**src/rtl/rst_seq_multi.sv**
```systemverilog
// Multi-channel reset / clock-gate sequencer.
// Once reset is released, a shared counter steps every channel through
// three phases: gate open, reset release, gate closed. Each channel's
// thresholds are shifted by i*STAGGER so the domains come up in turn.
// A soft request restarts the sequence from count 0.
//
//   state | meaning
//   ------+-------------------------------------------------------
//   RST   | waiting for the synchronised reset deassertion
//   SEQ   | counter running, channel outputs follow the count
//   DONE  | counter saturated at SEQ_END, all channels released
module rst_seq_multi #(
  parameter int NUM_CH      = 4,
  parameter int CNT_W       = 6,
  parameter int SYNC_STAGES = 2,
  parameter int GATE_ON     = 5,
  parameter int RELEASE     = 11,
  parameter int GATE_OFF    = 18,
  parameter int STAGGER     = 2
) (
  input  logic              clk,
  input  logic              reset,
  input  logic              soft_rst_req_i,
  output logic [NUM_CH-1:0] release_reset_o,
  output logic [NUM_CH-1:0] gate_clk_o,
  output logic              busy_o,
  output logic              seq_done_o
);

  localparam int SEQ_END = GATE_OFF + (NUM_CH - 1) * STAGGER;

  if (NUM_CH < 1 || NUM_CH > 16) begin : g_bad_num_ch
    $error("rst_seq_multi: NUM_CH must be in 1..16");
  end
  if (SYNC_STAGES < 2) begin : g_bad_sync
    $error("rst_seq_multi: SYNC_STAGES must be at least 2");
  end
  if (!(GATE_ON < RELEASE && RELEASE < GATE_OFF)) begin : g_bad_order
    $error("rst_seq_multi: need GATE_ON < RELEASE < GATE_OFF");
  end
  if (GATE_ON < 0 || STAGGER < 0) begin : g_bad_neg
    $error("rst_seq_multi: GATE_ON and STAGGER must be non-negative");
  end
  if (SEQ_END >= (1 << CNT_W)) begin : g_bad_cnt_w
    $error("rst_seq_multi: CNT_W too narrow to hold SEQ_END");
  end

  typedef enum logic [1:0] {
    ST_RST  = 2'd0,
    ST_SEQ  = 2'd1,
    ST_DONE = 2'd2
  } state_e;

  // The synchroniser is SYNC_STAGES-1 flops feeding the FSM; the FSM's
  // own exit from RST acts as the last stage, so the block leaves RST on
  // the SYNC_STAGES-th edge after reset rises.
  logic [SYNC_STAGES-2:0] sync_q, sync_d;
  logic                   rst_sync_rel;

  state_e             state_q, state_d;
  logic [CNT_W-1:0]   cnt_q, cnt_d;
  logic               soft_clr;

  logic [NUM_CH-1:0]  gate_q, gate_d;
  logic [NUM_CH-1:0]  rel_q, rel_d;
  logic               busy_q, busy_d;
  logic               done_q, done_d;

  // Shift a constant one through the deassertion chain.
  always_comb begin
    sync_d    = '0;
    sync_d[0] = 1'b1;
    for (int i = 1; i < SYNC_STAGES - 1; i++) begin
      sync_d[i] = sync_q[i-1];
    end
  end

  assign rst_sync_rel = sync_q[SYNC_STAGES-2];

  // Synchroniser flops: asynchronous assert, synchronous deassert.
  always_ff @(posedge clk or negedge reset) begin
    if (!reset) begin
      sync_q <= '0;
    end else begin
      sync_q <= sync_d;
    end
  end

  // State, counter and registered outputs.
  always_ff @(posedge clk or negedge reset) begin
    if (!reset) begin
      state_q <= ST_RST;
      cnt_q   <= '0;
      gate_q  <= '0;
      rel_q   <= '0;
      busy_q  <= 1'b0;
      done_q  <= 1'b0;
    end else begin
      state_q <= state_d;
      cnt_q   <= cnt_d;
      gate_q  <= gate_d;
      rel_q   <= rel_d;
      busy_q  <= busy_d;
      done_q  <= done_d;
    end
  end

  // Next state and counter; a soft request beats the DONE transition.
  always_comb begin
    state_d  = state_q;
    cnt_d    = cnt_q;
    soft_clr = 1'b0;
    unique case (state_q)
      ST_RST: begin
        cnt_d = '0;
        if (rst_sync_rel) begin
          state_d = ST_SEQ;
        end
      end
      ST_SEQ: begin
        if (soft_rst_req_i) begin
          cnt_d    = '0;
          soft_clr = 1'b1;
        end else begin
          cnt_d = cnt_q + CNT_W'(1);
          if (cnt_d == CNT_W'(SEQ_END)) begin
            state_d = ST_DONE;
          end
        end
      end
      ST_DONE: begin
        if (soft_rst_req_i) begin
          state_d  = ST_SEQ;
          cnt_d    = '0;
          soft_clr = 1'b1;
        end
      end
      default: begin
        state_d = ST_RST;
        cnt_d   = '0;
      end
    endcase
  end

  // Channel windows decoded from the count being loaded this edge.
  always_comb begin
    gate_d = '0;
    rel_d  = '0;
    busy_d = (state_d == ST_SEQ);
    done_d = (state_d == ST_DONE);
    if (state_d != ST_RST && !soft_clr) begin
      for (int i = 0; i < NUM_CH; i++) begin
        gate_d[i] = (cnt_d >= CNT_W'(GATE_ON + i * STAGGER)) &&
                    (cnt_d <  CNT_W'(GATE_OFF + i * STAGGER));
        rel_d[i]  = (cnt_d >= CNT_W'(RELEASE + i * STAGGER));
      end
    end
  end

  assign gate_clk_o      = gate_q;
  assign release_reset_o = rel_q;
  assign busy_o          = busy_q;
  assign seq_done_o      = done_q;

endmodule
```
**config.mk**
```make
export PLATFORM = sky130hd
export DESIGN_NAME = rst_seq_multi
export DESIGN_NICKNAME = d
export VERILOG_FILES = /design/src/rtl/rst_seq_multi.sv
export SDC_FILE = /design/constraint.sdc
export NUM_CORES = 1
export LEC_CHECK = 0
export CORE_AREA = 3 3 58 60
export DETAILED_ROUTE_END_ITERATION = 12
export DIE_AREA = 0 0 61 63
export HOLD_SLACK_MARGIN = 0.08
export PLACE_DENSITY = 0.53
export SYNTH_ARGS = -nofsm -noshare
export SYNTH_HDL_FRONTEND = slang
export SYNTH_SLANG_ARGS = --single-unit
```
**constraint.sdc**
```tcl
create_clock -name clk -period 2.1 [get_ports clk]
set_clock_uncertainty 0.05 [all_clocks]
set_input_delay 0.315 -clock clk [delete_from_list [all_inputs] [get_ports clk]]
set_output_delay 0.315 -clock clk [all_outputs]
set_load 0.1 [all_outputs]
```
==> results of run 1 <==
[synthesized netlist by cell type, drive strengths merged]
master,number
o21a,1
nand3b,1
o21bai,1
nand3,3
nor2,7
conb,1
mux2i,3
ha,5
nand2b,4
nor3,3
and3,2
buf,2
a32oi,1
and2,1
o31a,1
nand2,10
a211o,1
nand4,1
a22o,2
a22oi,2
clkbuf,2
inv,3
a211oi,2
xor2,1
o22ai,1
mux2,1
o21ai,9
o21ba,1
a21oi,12
dfrtp,19
a21boi,1
a31oi,1
o2bb2ai,1
xnor2,1
a221o,1
nor2b,6
[power by group]
group	switching, mW	total [mW]	internal, mW
logic	0.308	0.502	0.195
registers	0.0258	0.422	0.396
clock network	0.115	0.189	0.0740
total	0.448	1.11	0.665
[registers in the layout, indices dropped and copies added (netlist names)]
| name | flops |
|---|---|
| gate_clk_o | 4 |
| seq_done_o | 1 |
| cnt_q | 6 |
| state_q | 2 |
| release_reset_o | 4 |
| busy_o | 1 |
| rst_sync_rel | 1 |
[metal layers]
metal	vias up	global-route usage	wire length, um
met2	21	0.222	1230
met5	-	0	0
met1	452	0.177	1030
met4	0	0.0379	15
met3	2	0.0434	138
li1	459	-	-
[what timing repair did]
item,in CTS,in global routing
setup endpoints to repair,0,6
endpoints found under the hold margin,0,0
setup buffers,0,2
hold buffers,0,0
resized for setup,0,6
[per-stage QoR]
stage | total power, mW | setup slack, ns | setup TNS, ns | area, um2 | utilization
floorplan | 0.742 | 0.184 | 0 | 1070 | -
global placement | 0.871 | 0.00719 | 0 | 1270 | 0.428
detailed placement | 0.883 | -0.150 | -0.516 | 1270 | 0.428
CTS | 1.08 | 0.0234 | 0 | 1300 | 0.437
global route | 1.19 | 0.00861 | 0 | 1340 | 0.450
finish | 1.11 | 0.0922 | 0 | 1340 | 0.450
[how the worst min path moves through the flow]
stage	start	to	slack [ns]
2_1_floorplan	reset	busy_o	-0.03
3_3_place_gp	rst_sync_rel	seq_done_o	0.58
3_5_place_dp	rst_sync_rel	seq_done_o	0.59
4_1_cts	reset	cnt_q[1]	0.29
5_1_grt	reset	cnt_q[1]	0.28
6_report	reset	cnt_q[1]	0.28
[kinds of logic after synthesis]
family,count (synthesis)
AOI/OAI and AO/OA,38
and+or+nand+nor,38
DFF,19
buffers and inverters,7
adders and majority gates,5
muxes,4
xor gates and xnor gates,2
other,1
[cell type report]
cell class | count | area, um2 | area share
multi-input cells | 88 | 593 | 0.442
flip-flops and latches | 19 | 477 | 0.355
repair buffers | 25 | 193 | 0.144
well taps | 33 | 41.3 | 0.0308
clock buffers | 4 | 26.3 | 0.0196
inverters | 3 | 11.3 | 0.00840
[critical path, cell delays in order (launching register included)]
cell	delay, ns
dfrtp_1	0.42
inv_1	0.08
ha_1	0.19
nor2b_1	0.14
o31a_1	0.29
a31oi_1	0.21
a221o_1	0.30
nor3_2	0.07
a21boi_2	0.16
[placed cells by master, fill, tap and decap left out, drive strengths merged, types with 4 or more instances in the layout]
master,netlist,routed
o21ai,9,9
nand2b,4,4
nor2,7,7
dfrtp,19,19
ha,5,5
nor2b,6,6
a21oi,12,12
buf,2,23
clkbuf,2,4
nand2,10,10
==> results by group, run 1 <==
Status
  – Status: finished, final reports clean

Global route
  – First-pass GRT wire length: 4040 um
  – Pin count of the biggest net entering global routing: 20
  – Vias in the first global route: 916
  – Initial antenna violation count: 0
  – Gr ovfl total: 0
  – Total track usage: 0.139

Synth
  – Sequential cell area fraction in the yosys report: 0.443
  – Main combinational cell family by area after synthesis: compound AO/OA/AOI/OAI gates
  – Top post-synthesis cells by area: dfrtp_1 (44%), ha_1 (5.8%), a21oi_1 (5.1%), nand2_1 (3.5%), nor2b_1 (3.5%)
  – Mapped Area: 1070 um2
  – Unique masters post-synth: 39
  – XOR/XNOR share of the synthesized area: 0.0163
  – Mux cell area share after synthesis: 0.0385
  – Post-Syn Instances: 114
  – Synth area leader: dfrtp_1
  – Complex-gate fraction of the synthesized area: 0.233
  – Area fraction of the dominant cell type after synthesis: 0.443
  – Post-Synth Simple-Gate Area: 0.181
  – Syn_area_per_cell: 9.42 um2
  – Yosys Warn Count: 0
  – Seq cells post-synth: 19
  – Syn_nets: 122
  – Synthesized-area fraction occupied by adder cells: 0.0583

Worst setup path
  – Crit path launch type: flop
  – Required time worst endpoint: 2.25 ns
  – Crit. End Element: flop
  – Crit Reg-Reg Startpoint: state_q[1]
  – Crit path DAT: 2.15 ns
  – Worst r2r dst: gate_clk_o[3]
  – Reg2Reg Setup Slack: 0.09 ns
  – Crit path capture: gate_clk_o[3]
  – Crit. Startpoint: state_q[1]
  – Crit Path Max Fanout: 5
  – Worst r2r path cells: 8
  – Kind of critical path: flop to flop

Die
  – Die H: 63 um
  – Initial Util: 0.361
  – Die area: 3840 um2
  – FP Rows: 20
  – Ports: 13
  – CORE AREA: 2980 um2
  – Die Wd: 61 um

Timing
  – Final min period: 2.01 ns
  – Final Setup Violations: 0
  – Hold Fails Final Rpt: 0
  – Fmax: 0.498 GHz
  – Final worst-path cycle share: 0.956
  – WHS: 0.281 ns
  – RSZ-0062 raised after global routing: no
  – Max-slew violations: 0

Hold path
  – Min-Delay Path Class: input port to async pin

Layout
  – Share of cells above drive strength 1: 0.252
  – Nets: 148
  – Synth-to-layout area growth: 24.9%
  – ANT cells: 0
  – Non-Filler Instances: 172
  – Fill cells: 278

Power
  – Worst ir drop on vdd: 0.438 mV
  – Static leakage: 0.617 nW
  – Pwr Density: 830 nW/um2

Route
  – DRC errors left: 0
  – Final wirelength: 2410 um
  – Total number of vias: 934
  – ANT nets after route: 0
  – DR vias/cell: 5.43
  – Routed WL per cell: 14.0 um
  – Initial DRT Pass Iterations: 4
  – Initial DRC Count: 29

Clock tree
  – CTS H-Tree Depth: 1
  – Clk root buf: clkbuf_4
  – Max Buffers Root-to-Sink: 2
  – Worst-path clk slew: 0.11 ns
  – TritonCTS buffer count: 3
  – Clk Latency, worst-skew pair: 0.30 ns
  – Sink Count: 19
  – TritonCTS clock tree: done

Run
  – Max cap viols: 0

Placed design
  – I/O Buffers: 12
  – Placer Congestion: 0.764
  – Placed cell count: 166
  – HPWL after DPL: 1820 um
Power figures use the tool's default switching activity.
==> run 2: changes to the inputs <==
--- a/config.mk
+++ b/config.mk
@@ -5,6 +5,7 @@
 export SDC_FILE = /design/constraint.sdc
 export NUM_CORES = 1
 export LEC_CHECK = 0
+export ABC_CLOCK_PERIOD_IN_PS = 2100
 export CORE_AREA = 3 3 58 60
 export DETAILED_ROUTE_END_ITERATION = 12
 export DIE_AREA = 0 0 61 63
==> results of run 2 <==
No change in the layout: final DEF, timing and power equal those of run 1.
